`src/rtl/uart_tx.sv`:
```
// uart_tx: UART serializer paced by a 16x oversampling tick.
// Sends an LSB-first frame: start bit, DBIT data bits, and a stop bit of SB_TICK ticks.
module uart_tx #(
    parameter int DBIT    = 8,
    parameter int SB_TICK = 16
) (
    input  logic            clk,
    input  logic            reset,
    input  logic            s_tick,
    input  logic            tx_start,
    input  logic [DBIT-1:0] din,
    output logic            tx,
    output logic            tx_busy,
    output logic            tx_done_tick
);

    localparam int NW = (DBIT > 1) ? $clog2(DBIT) : 1;
    // Four bits cover start and data; widened only when the stop bit exceeds 16 ticks.
    localparam int SW = (SB_TICK > 16) ? $clog2(SB_TICK) : 4;

    localparam logic [SW-1:0] S_LAST = SW'(15);
    localparam logic [SW-1:0] S_STOP = SW'(SB_TICK - 1);
    localparam logic [NW-1:0] N_LAST = NW'(DBIT - 1);

    typedef enum logic [1:0] {
        IDLE,
        START,
        DATA,
        STOP
    } state_e;

    state_e          state_q, state_d;
    logic [SW-1:0]   s_q, s_d;
    logic [NW-1:0]   n_q, n_d;
    logic [DBIT-1:0] b_q, b_d;
    logic            tx_q, tx_d;
    logic            done_q, done_d;

    // State, counters, shift register and registered line outputs.
    always_ff @(posedge clk or posedge reset) begin
        if (reset) begin
            state_q <= IDLE;
            s_q     <= '0;
            n_q     <= '0;
            b_q     <= '0;
            tx_q    <= 1'b1;
            done_q  <= 1'b0;
        end else begin
            state_q <= state_d;
            s_q     <= s_d;
            n_q     <= n_d;
            b_q     <= b_d;
            tx_q    <= tx_d;
            done_q  <= done_d;
        end
    end

    // Next-state logic; all counters advance only on s_tick outside IDLE.
    always_comb begin
        state_d = state_q;
        s_d     = s_q;
        n_d     = n_q;
        b_d     = b_q;
        done_d  = 1'b0;
        unique case (state_q)
            IDLE: begin
                if (tx_start) begin
                    state_d = START;
                    s_d     = '0;
                    b_d     = din;
                end
            end
            START: begin
                if (s_tick) begin
                    if (s_q == S_LAST) begin
                        state_d = DATA;
                        s_d     = '0;
                        n_d     = '0;
                    end else begin
                        s_d = s_q + 1'b1;
                    end
                end
            end
            DATA: begin
                if (s_tick) begin
                    if (s_q == S_LAST) begin
                        s_d = '0;
                        b_d = b_q >> 1;
                        if (n_q == N_LAST) begin
                            state_d = STOP;
                        end else begin
                            n_d = n_q + 1'b1;
                        end
                    end else begin
                        s_d = s_q + 1'b1;
                    end
                end
            end
            STOP: begin
                if (s_tick) begin
                    if (s_q == S_STOP) begin
                        state_d = IDLE;
                        done_d  = 1'b1;
                    end else begin
                        s_d = s_q + 1'b1;
                    end
                end
            end
            default: state_d = IDLE;
        endcase
    end

    // Line level follows the next state so tx changes on the same edge as the FSM.
    always_comb begin
        tx_d = 1'b1;
        unique case (state_d)
            START:   tx_d = 1'b0;
            DATA:    tx_d = b_d[0];
            default: tx_d = 1'b1;
        endcase
    end

    assign tx           = tx_q;
    assign tx_busy      = (state_q != IDLE);
    assign tx_done_tick = done_q;

endmodule

```
`config.mk`:
```
export PLATFORM = sky130hd
export DESIGN_NAME = uart_tx
export DESIGN_NICKNAME = d
export VERILOG_FILES = /design/src/rtl/uart_tx.sv
export SDC_FILE = /design/constraint.sdc
export NUM_CORES = 1
export LEC_CHECK = 0
export BUFFER_PORTS_ARGS = -buffer_cell sky130_fd_sc_hd__buf_2
export CORE_AREA = 2 2 52 54
export DETAILED_ROUTE_END_ITERATION = 10
export DIE_AREA = 0 0 54 56
export GPL_TIMING_DRIVEN = 0
export PLACE_DENSITY_LB_ADDON = 0.25
export SETUP_SLACK_MARGIN = 0.1
export SLEW_MARGIN = 20
export SYNTH_ARGS = -nofsm -noshare
export SYNTH_HDL_FRONTEND = slang
export SYNTH_SLANG_ARGS = --single-unit
```
`constraint.sdc`:
```
create_clock -name clk -period 1.65 [get_ports clk]
set_input_delay 0.0825 -clock clk [delete_from_list [all_inputs] [get_ports clk]]
set_output_delay 0.0825 -clock clk [all_outputs]
set_load 0.02 [all_outputs]
```
* After elaboration in Yosys (flattened, before gate mapping)
Cells that the tools add are included.
** Storage, ports and cells
- Register bits :: 19
- Bits of input ports :: 12
- Output and inout port bits :: 3
- Logic and storage cells :: 62
** Cells by class
- Add/sub/neg operators :: 2
- Equality and inequality tests :: 16
- Mux-type cells :: 29
- Reduce and logical (&&, ||, !) cells :: 8
** Operator list (count)
- $mux W8 :: 3
- $mux W4 :: 5
- $mux W2 :: 8
- $ne A2 B2 Y1 const B :: 8
- $pmux W8 S2 :: 1
- $mux W3 :: 5
- $pmux W4 S3 :: 1
- $pmux W2 S4 :: 1
- $reduce_and A4 Y1 :: 2
- $eq A2 B2 Y1 const B :: 3
- $pmux W3 S2 :: 1
- $reduce_and A6 Y1 :: 1
- $reduce_bool A2 Y1 :: 3
- $add A4 B1 Y4 const B :: 1
- $eq A2 B1 Y1 const B :: 2
- $eq A4 B4 Y1 const B :: 1
- $add A3 B1 Y3 const B :: 1
- $eq A3 B3 Y1 const B :: 1
- $mux W1 :: 3
- $logic_not A2 Y1 :: 1
- $ne A2 B1 Y1 const B :: 1
- $pmux W1 S2 :: 1
- $reduce_or A2 Y1 :: 1

* Logic depth before layout (Yosys ltp)
- Word-level depth :: 7
- Depth in mapped cells :: 9
- Mapped depth without buffers :: 7

* Least setup slack after synthesis
Ideal clock, no wire load.
- Path type :: reg2reg
- Start point :: register state_q[0]
- End point :: register b_q[1]
- Library setup time :: 0.077 ns
- Arrival :: 1.666 ns
- Data required time :: 1.573 ns
- Setup slack :: -0.093 ns
- Stages on the path, launching flop included :: 10
- Buffers on the path :: 2
- Clock period less this slack :: 1.743 ns
- Cell sequence :: dfrtp_1 > inv_1 > ha_1 > buf_2 > inv_1 > nor2_1 > a211oi_2 > buf_4 > nor2_1 > a21oi_1
** Between the ends
- Cells in the longest elaborated chain, start to end :: 3
- Elaborated cells on any way between the ends :: 8
- Those cells by class :: eq/ne: 4; mux: 1; reduce/logical: 3
** RTL lines
- start: declaration :: line 32 : state_e state_q, state_d;
- start signal: assignment :: line 49 : state_q <= state_d;
- $eq A2 B2 Y1 / $logic_not A2 Y1 (equally long branches) :: line 65 : unique case (state_q)
- $ne A2 B2 Y1 (no source line) / $reduce_bool A2 Y1 (equally long branches)
- $reduce_and A4 Y1 (no source line)
- end signal: assignment :: line 45 : b_q <= '0;
- end signal: assignment :: line 52 : b_q <= b_d;
- end: declaration :: line 35 : logic [DBIT-1:0] b_q, b_d;
Parallel ways exist; a longest one is shown, timed or not.
A chain may end at the register's enable or synchronous reset.

* Final worst setup path
- Start point :: register state_q[1]
- End point :: register b_q[2]
Same word-level chain as after synthesis.

==> results.sh <==
export IMPL_synthToLayoutAreaGrowth_pct=54.2
export IMPL_postSynthCellCount=113
export IMPL_cts_buffers=3
export IMPL_synth_common_cells="dfrtp_1, nor2_1, a21oi_1, o21ai_0, nand2_1"
export IMPL_synth_xor_area_share_pct=0
export IMPL_seq_area_frac_synth_pct=45.1
export IMPL_wl_um=2700
export IMPL_htreeDepth=1
export IMPL_synthTopCellsByArea="dfrtp_1, ha_1, a21oi_1"
export IMPL_synth_area_per_cell_um2=9.36
export IMPL_worstPathArrival_ps=1950
export IMPL_async_reset_ff_share_pct=100
export IMPL_grt_max_degree=20
export IMPL_yosysWarnings=0
export IMPL_nFillCells=185
export IMPL_fmaxAchievable_mhz=582
export IMPL_drv_slew=0
export IMPL_die_h_um=56
export IMPL_peakVddDrop_uv=1170
export IMPL_vias_per_cell=5.64
export IMPL_nets=173
export IMPL_layout_drive_gt1_share_pct=54.2
export IMPL_drt_initial_drc_count=17
export IMPL_gp_congestion=0.824
export IMPL_synth_cell_type_count=33
export IMPL_setup_violations_final=9
export IMPL_cts_root_buf="clkbuf_4"
export IMPL_synth_ff_latch_count=19
export IMPL_holdWs_ps=10.2
export IMPL_outcome="complete, but fails checks"
export IMPL_synthFlopType="dfrtp_1"
export IMPL_layout_min_cycle_time_ps=1720
export IMPL_antenna_found_initial=0
export IMPL_die_w_um=54
export IMPL_critPathMaxFanout=5
export IMPL_synthAdderAreaFrac_pct=8.28
export IMPL_p_leak_nw=0.719
export IMPL_dp_slack_ps=-226
export IMPL_post_route_drc_count=0
export IMPL_firstDrtPassIters=5
export IMPL_synth_edf_count=0
export IMPL_holdPathEnd="b_q[7]"
export IMPL_syn_area_mm2=0.00106
export IMPL_critPathLaunchType="register"
export IMPL_violations="setup timing"
export IMPL_hold_viol=0
export IMPL_fp_row_count=18
export IMPL_synth_most_common_cell="dfrtp_1"
export IMPL_tightest_slew_ps=732
export IMPL_ant_nets=0
export IMPL_finalClockSkew_ps=7.61
export IMPL_hold_class="in2reg"
export IMPL_max_slew_margin_rel_pct=51.2
export IMPL_grt_pass1_vias=994
export IMPL_drv_cap=0
export IMPL_end_kind="register"
export IMPL_timing_rr_end="b_q[2]"
export IMPL_core_area_mm2=0.00243
export IMPL_synthSimpleGateAreaFrac_pct=15.7
export IMPL_synth_top_area_cell="dfrtp_1"
export IMPL_cp_required_ps=1890
export IMPL_ios=15
export IMPL_hold_path_depth=3
export IMPL_period_share_pct=104
export IMPL_reg2reg_from="state_q[1]"
export IMPL_grt_pass1_wl_um=4350
export IMPL_min_delay_start="din[7]"
export IMPL_cts_buffer_depth=2
export IMPL_reg2reg_slack_ps=-70
export IMPL_vias=1033
export IMPL_reg2regPathDepth=8
export IMPL_design_die_area_mm2=0.00302
export IMPL_fin_setup_tns_ps=-374
export IMPL_syn_num_nets=132
export IMPL_cts_tree="done"
export IMPL_grt_setup_unrepaired="true"
export IMPL_antenna_cells=0
export IMPL_cts_sinks=19
export IMPL_muxShareOfSynthArea_pct=2.01
export IMPL_port_buffer_count=14
export IMPL_crit_type="reg2reg"
export IMPL_clkTransAtPathRegs_ps=120
export IMPL_layout_setup_ws_ps=-66.9
export IMPL_initial_core_util_pct=43.5
export IMPL_post_drt_wl_per_cell_um=14.8
export IMPL_clock_latency_ps=310
export IMPL_place_hpwl_um=1620
export IMPL_synth_top_family_by_area="compound AO/OA/AOI/OAI gates"
export IMPL_yosysTopAreaCellShare_pct=42.6
export IMPL_gr_total_overflow=0
export IMPL_grtUsageTotal_pct=19.2
export IMPL_p_per_area_mw_per_mm2=1420
export IMPL_synth_compound_area_share_pct=23.9
[cells in the final DEF, fill, tap and decap left out, drive strengths merged]
cell type and count:
mux2 1, and2 2, dfrtp 18, o311ai 1, buf 38, and4 1, a211oi 1, a21o 1
o21ai 11, a2111o 1, a311o 1, nor3 2, nor2 14, clkinv 2, mux2i 1, nand2 9
clkbuf 4, a32oi 2, or4 1, nand3 2, or3 1, a311oi 1, nor4 1, nand4 2
dfstp 1, a21oi 11, inv 7, o31ai 1, a22oi 6, o22ai 1, dlygate4sd3 1, ha 7
[timing repair]
| item | in CTS | in global routing |
|---|---|---|
| pin swaps | 8 | 7 |
| buffers inserted | 13 | 8 |
| hold buffers | 1 | 0 |
| resized for setup | 25 | 34 |
| cloned | 0 | 1 |
| endpoints found under the hold margin | 18 | 0 |
| setup endpoints to repair | 15 | 17 |
[final cells by class]
type	count	area, um^2	share of cell area [%]
plain buffers	3	36.3	2.23
clock buffers	3	22.5	1.38
clock inverters	1	5.00	0.307
multi-input cells	82	734	45.0
well taps	30	37.5	2.30
repair buffers	37	282	17.3
flip-flops and latches	19	478	29.3
inverters	8	35.0	2.15
[sequential cells by signal, summed over array words and instances (netlist names)]
name / flops
tx: 1
s_q: 4
state_q: 2
b_q: 8
n_q: 3
tx_done_tick: 1
[metal layers]
layer	wire, um	share of wire (%)	GRT usage [%]
met3	105	3.9	2.42
met4	45	1.7	6.79
met5	0	0	0
met1	1160	43	24.7
met2	1390	51	32.1
[worst max path at each step]
stage / endpoint / slack (ps) / start
floorplan: tx / 60 / state_q[0]
global placement: tx / -130 / state_q[0]
detailed placement: tx / -230 / state_q[1]
CTS: tx / -90 / state_q[1]
global route: tx / -140 / s_q[1]
finish: b_q[2] / -70 / state_q[1]
[where the power goes]
part	switching (mW)	internal (mW)
sequential	0.132	0.617
combinational	0.649	0.675
clock	0.155	0.0905
total	0.937	1.38
[kinds of logic after synthesis]
group	count (synthesis)
fa+ha+maj	7
flops	19
compound gates	38
simple gates	35
buf+inv	12
mux	2
[worst max-delay path: stages, from the launching register on]
cell      delay, ps
dfrtp_2         450
buf_6           120
ha_4            160
buf_6           120
buf_6           110
a211oi_4        340
buf_6           200
nor2_2           30
a21oi_1         100
[through the flow]
stage	std cells	utilization, %	total power, mW	instance area [um^2]
6_report	183	67.0	2.32	1630
5_1_grt	183	67.0	2.49	1630
3_3_place_gp	157	49.2	1.38	1200
4_1_cts	175	59.2	1.94	1440
2_1_floorplan	113	-	1.25	1090
3_5_place_dp	157	49.2	1.42	1200
Note: power is estimated with default switching activity, not from simulation.
